### config.mk
export PLATFORM = sky130hd
export DESIGN_NAME = branch_pht_lookup
export DESIGN_NICKNAME = d
export VERILOG_FILES = /design/src/rtl/branch_pht_lookup.sv
export SDC_FILE = /design/constraint.sdc
export NUM_CORES = 2
export LEC_CHECK = 0
export CAP_MARGIN = 15
export CORE_MARGIN = 4
export CORE_UTILIZATION = 50
export DETAILED_ROUTE_END_ITERATION = 10
export PLACE_DENSITY = 0.65
export SETUP_SLACK_MARGIN = 0.15
export SLEW_MARGIN = 10
export SYNTH_ARGS = -nofsm -noshare
export SYNTH_HDL_FRONTEND = slang
export SYNTH_SLANG_ARGS = --single-unit
### constraint.sdc
create_clock -name clk -period 28 [get_ports clk]
set_input_delay 5.6 -clock clk [delete_from_list [all_inputs] [get_ports clk]]
set_output_delay 5.6 -clock clk [all_outputs]
set_load 0.02 [all_outputs]
### src/rtl/branch_pht_lookup.sv
// Gshare pattern history table: 2-bit counters indexed by PC xor global history,
// with a power-up sweep, one-cycle prediction reads, write-first update bypass and GHR tracking.
module branch_pht_lookup #(
    parameter int         INDEX_BITS   = 10,
    parameter int         HIST_BITS    = 10,
    parameter logic [1:0] INIT_COUNTER = 2'b01
) (
    input  logic                  clk,
    input  logic                  rst_n,
    input  logic                  lookup_valid,
    input  logic [15:0]           lookup_pc,
    output logic                  ready,
    output logic                  pred_valid,
    output logic                  pred_taken,
    output logic [1:0]            pred_counter,
    output logic [INDEX_BITS-1:0] pred_index,
    input  logic                  upd_valid,
    input  logic [INDEX_BITS-1:0] upd_index,
    input  logic [1:0]            upd_counter,
    input  logic                  resolve_valid,
    input  logic                  resolve_taken,
    output logic [HIST_BITS-1:0]  ghr
);

    localparam int TABLE_DEPTH = 2 ** INDEX_BITS;
    localparam logic [INDEX_BITS-1:0] LAST_ENTRY = INDEX_BITS'(TABLE_DEPTH - 1);

    typedef enum logic {
        ST_INIT,
        ST_RUN
    } state_t;

    state_t                state;
    state_t                state_next;
    logic [INDEX_BITS-1:0] sweep_ptr;
    logic [1:0]            pht [0:TABLE_DEPTH-1];

    logic [INDEX_BITS-1:0] ghr_ext;
    logic [INDEX_BITS-1:0] lookup_idx;
    logic                  lookup_accept;
    logic                  upd_accept;
    logic                  resolve_accept;
    logic [1:0]            read_counter;
    logic                  wr_en;
    logic [INDEX_BITS-1:0] wr_idx;
    logic [1:0]            wr_data;
    logic                  unused_pc_bits;

    assign ready          = (state == ST_RUN);
    assign ghr_ext        = INDEX_BITS'(ghr);
    assign lookup_idx     = lookup_pc[INDEX_BITS:1] ^ ghr_ext;
    assign lookup_accept  = lookup_valid && ready;
    assign upd_accept     = upd_valid && ready;
    assign resolve_accept = resolve_valid && ready;
    assign unused_pc_bits = ^{lookup_pc[15:INDEX_BITS+1], lookup_pc[0]};

    // Write-first: an update landing on the looked-up entry this cycle wins over the stored value.
    assign read_counter = (upd_accept && (upd_index == lookup_idx)) ? upd_counter : pht[lookup_idx];

    always_ff @(posedge clk or negedge rst_n) begin
        if (!rst_n) begin
            state     <= ST_INIT;
            sweep_ptr <= '0;
        end else begin
            state <= state_next;
            if (state == ST_INIT) begin
                sweep_ptr <= sweep_ptr + INDEX_BITS'(1);
            end
        end
    end

    always_comb begin
        state_next = state;
        wr_en      = 1'b0;
        wr_idx     = upd_index;
        wr_data    = upd_counter;
        unique case (state)
            ST_INIT: begin
                wr_en   = 1'b1;
                wr_idx  = sweep_ptr;
                wr_data = INIT_COUNTER;
                if (sweep_ptr == LAST_ENTRY) begin
                    state_next = ST_RUN;
                end
            end
            ST_RUN: begin
                wr_en = upd_accept;
            end
            default: state_next = ST_INIT;
        endcase
    end

    // Table storage has no reset; the sweep is what gives it a defined value.
    always_ff @(posedge clk) begin
        if (wr_en) begin
            pht[wr_idx] <= wr_data;
        end
    end

    always_ff @(posedge clk or negedge rst_n) begin
        if (!rst_n) begin
            pred_valid   <= 1'b0;
            pred_taken   <= 1'b0;
            pred_counter <= 2'b00;
            pred_index   <= '0;
        end else begin
            pred_valid <= lookup_accept;
            if (lookup_accept) begin
                pred_counter <= read_counter;
                pred_taken   <= read_counter[1];
                pred_index   <= lookup_idx;
            end
        end
    end

    always_ff @(posedge clk or negedge rst_n) begin
        if (!rst_n) begin
            ghr <= '0;
        end else if (resolve_accept) begin
            ghr <= {ghr[HIST_BITS-2:0], resolve_taken};
        end
    end

endmodule

==> results.py <==
metrics = {
    "floorplanning": {
        "dieArea_sq_mm": 0.176,
        "die_h_um": 420,
        "io_pins": 59,
        "fp-row-count": 150,
        "start_util": 0.505,
        "die_width_um": 420,
        "core_area_sq_mm": 0.168,
    },
    "global_route": {
        "grt_pass1_vias": 47779,
        "track_usage": 0.269,
        "overflow": 0,
        "grt_max_degree": 252,
        "antenna_found_initial": 9,
        "grt_pass1_wl_mm": 339,
    },
    "detailed_routing": {
        "remaining_drc_errors": 0,
        "routedWlPerCell_um": 31.4,
        "vias": 47844,
        "ant_nets": 0,
        "wl_mm": 235,
        "first_pass_iters": 6,
        "detail_route.vias_per_cell": 6.40,
        "drt-initial-drc-count": 6923,
    },
    "setup_path": {
        "cp_cell_sequence": "clkdlybuf4s50_1 -> xnor2_4 -> buf_4 -> buf_4 -> buf_4 -> buf_4 -> mux4_2 -> a22oi_1 -> a21oi_1 -> nor2_1 -> o21ai_0 -> nand2_1 -> a2111oi_0 -> a2bb2oi_1",
        "startpoint_type": "input pin",
        "r2r_cells": 13,
        "crit_path_end": "pred_taken",
        "worst_setup_path_end_kind": "register",
        "path_class": "input pin to register",
        "cpMostUsedCell": "buf_4",
        "worst-r2r-setup-slack_ps": 21060,
        "reg2reg_from": "ghr[0]",
        "path_buf_inv": 5,
        "startpoint": "lookup_pc[1]",
        "timing.rr.end": "pred_taken",
        "crit_cells": 14,
        "worstPathArrival_ps": 12540,
        "worstPathRequired_ps": 28750,
        "slowest_stage": "a2111oi_0",
        "crit_fanout": 42,
        "slowest_delay_ps": 1230,
        "critPathTopFamily": "buffers and inverters",
    },
    "placement": {
        "io_buffer_count": 52,
        "finalWeightedCongestion": 0.873,
        "hpwl_mm": 134,
        "place_inst": 7084,
    },
    "clock_network": {
        "hold_buffers": 0,
        "root_buffer": "clkbuf_16",
        "insertion_delay_ps": 850,
        "clk_pin_slew_worst_paths_ps": 60,
        "clock-sinks": 2082,
        "numCtsBuffers": 208,
        "cts.path.max_buffers": 3,
        "cts_tree": "built",
        "postCtsSetupBuffers": 0,
        "h-tree-depth": 4,
        "cts-resized-gates": 0,
    },
    "timing": {
        "rsz0062_at_grt": "false",
        "fin_skew_ps": 23.9,
        "setup_viol": 0,
        "holdWs_ps": 484,
        "hold_viol_final": 0,
        "fin_tns_setup_ps": 0,
        "fin_crit_ps": 11790,
        "min_period_over_period": 0.421,
        "worst_pin_slew_ps": 1400,
        "max_freq_ghz": 0.0848,
        "relSlewSlack": 0.0392,
        "drv_slew": 0,
    },
    "hold_path": {
        "holdCritStartpoint": "pred_index[5]",
        "hold_path.class": "register to register",
        "whs_path_depth": 2,
    },
    "layout": {
        "drive_gt1_frac": 0.190,
        "final_cell_count_no_fill": 7475,
        "finalNetCount": 5136,
        "syn_to_final_growth_pct": 11.7,
    },
    "logic_synthesis": {
        "yosysSeqAreaShare": 0.736,
        "syn_nets": 5096,
        "syn_inst": 5061,
        "synth_ff_type": "edfxtp_1",
        "avgSynthCellArea_sq_um": 16.7,
        "ys_types": 63,
        "synthesis.area_sq_mm": 0.0848,
        "async_flop_share": 0.0163,
        "synth_edf_count": 2048,
        "synth-warning-count": 0,
        "ys_ff_latch": 2082,
    },
    "power": {
        "p_leak_nw": 28.9,
        "clkPwrFrac": 0.432,
        "pwr-share-comb": 0.027,
        "internal_power_w": 0.00495,
        "vdd_drop_max_mv": 0.0713,
        "pwr_density_cell_mw_per_mm2": 65.8,
        "p_sw_w": 0.00128,
        "swShare": 0.206,
        "seq_power_share": 0.541,
    },
    "outcome": {
        "status": "complete, no violations",
    },
    "job": {
        "maxCapViolCount": 0,
    },
}
## flip-flops by register name, indices dropped and copies added (netlist names)
register / flops
sweep_ptr: 10
pred_taken: 1
pred_counter: 1
pred_index: 10
pred_valid: 1
ready: 1
pht: 2048
ghr: 10
## how the worst min path moves through the flow
| stage | to | slack [ps] |
|---|---|---|
| 3_3_place_gp | pred_index[6] | 470 |
| 4_1_cts | pred_index[5] | 480 |
| 2_1_floorplan | sweep_ptr[2] | 460 |
| 6_report | pred_index[5] | 480 |
| 5_1_grt | pred_index[5] | 510 |
| 3_5_place_dp | pred_index[5] | 470 |
## cell type report
| class | instances | area [sq um] |
|---|---|---|
| multi-input cells | 2581 | 21000 |
| flip-flops and latches | 2082 | 62300 |
| diodes | 2 | 5.00 |
| fillers | 12863 | 73100 |
| well taps | 2204 | 2760 |
| clock inverters | 122 | 1070 |
| repair buffers | 219 | 2060 |
| clock buffers | 256 | 5450 |
| inverters | 9 | 33.8 |
## logic make-up (layout without fill, tap and decap cells)
kind of cell,count (synthesis),in the layout,synth area share
fa+ha+maj,1,1,0.000148
compound gates,328,328,0.0279
simple gates,1694,1694,0.0805
mux,519,519,0.130
other cells,0,2,0
flops,2082,2082,0.736
buf+inv,398,606,0.0214
xor+xnor,39,39,0.00425
## power by group through the flow
stage | logic, W | clock network, W | registers (W)
floorplan | 0.000100 | 0 | 0.00344
global placement | 0.000165 | 0 | 0.00344
detailed placement | 0.000165 | 0 | 0.00344
CTS | 0.000166 | 0.00272 | 0.00337
global route | 0.000173 | 0.00287 | 0.00337
finish | 0.000166 | 0.00269 | 0.00337
## cells in the mapped netlist, drive strengths merged, types with 34 or more instances
cell type / n / area (sq um)
a21oi: 38 / 190
nor3: 38 / 190
nand2: 381 / 1430
nand3: 111 / 556
dfrtp: 34 / 851
edfxtp: 2048 / 61500
clkbuf: 272 / 1020
buf: 117 / 761
a31oi: 34 / 213
nor2: 1062 / 3990
a22oi: 101 / 758
nand4: 35 / 219
mux4: 465 / 10500
mux2i: 40 / 400
o21ai: 34 / 170
## metal layers
metal	part of all wire	wire length (um)	GRT usage
met3	0.097	22800	0.0552
met1	0.38	88500	0.366
met2	0.48	113000	0.427
met5	0.00017	39	0
met4	0.046	10900	0.113
## metrics by stage
step                       util  area (sq um)  power, W  worst slack [ps]
after floorplan               -         84800   0.00354              5860
after global placement    0.524         87900   0.00360             15390
after detailed placement  0.524         87900   0.00360             15320
after CTS                 0.563         94400   0.00626             16200
after global routing      0.564         94700   0.00641             15960
final                     0.564         94700   0.00623             16210
## cell usage in the layout, fill, tap and decap left out, types with 34 or more instances in the layout
cell type / count
nor3_1: 37
clkinv_2: 35
nand4_1: 35
a31oi_1: 34
nor2_1: 1051
clkinv_1: 55
buf_4: 144
mux4_2: 465
nand2_1: 360
a22oi_1: 101
clkdlybuf4s50_1: 51
nand3_1: 111
clkbuf_1: 45
dfrtp_1: 34
a21oi_1: 38
edfxtp_1: 2048
mux2i_1: 40
clkbuf_16: 211
## tightest hold or removal path, cell delays in order (launching register included)
cell and delay, ps:
dfrtp_1 340, nand2_1 40, o21ai_0 60
(Power assumes the default switching activity.)
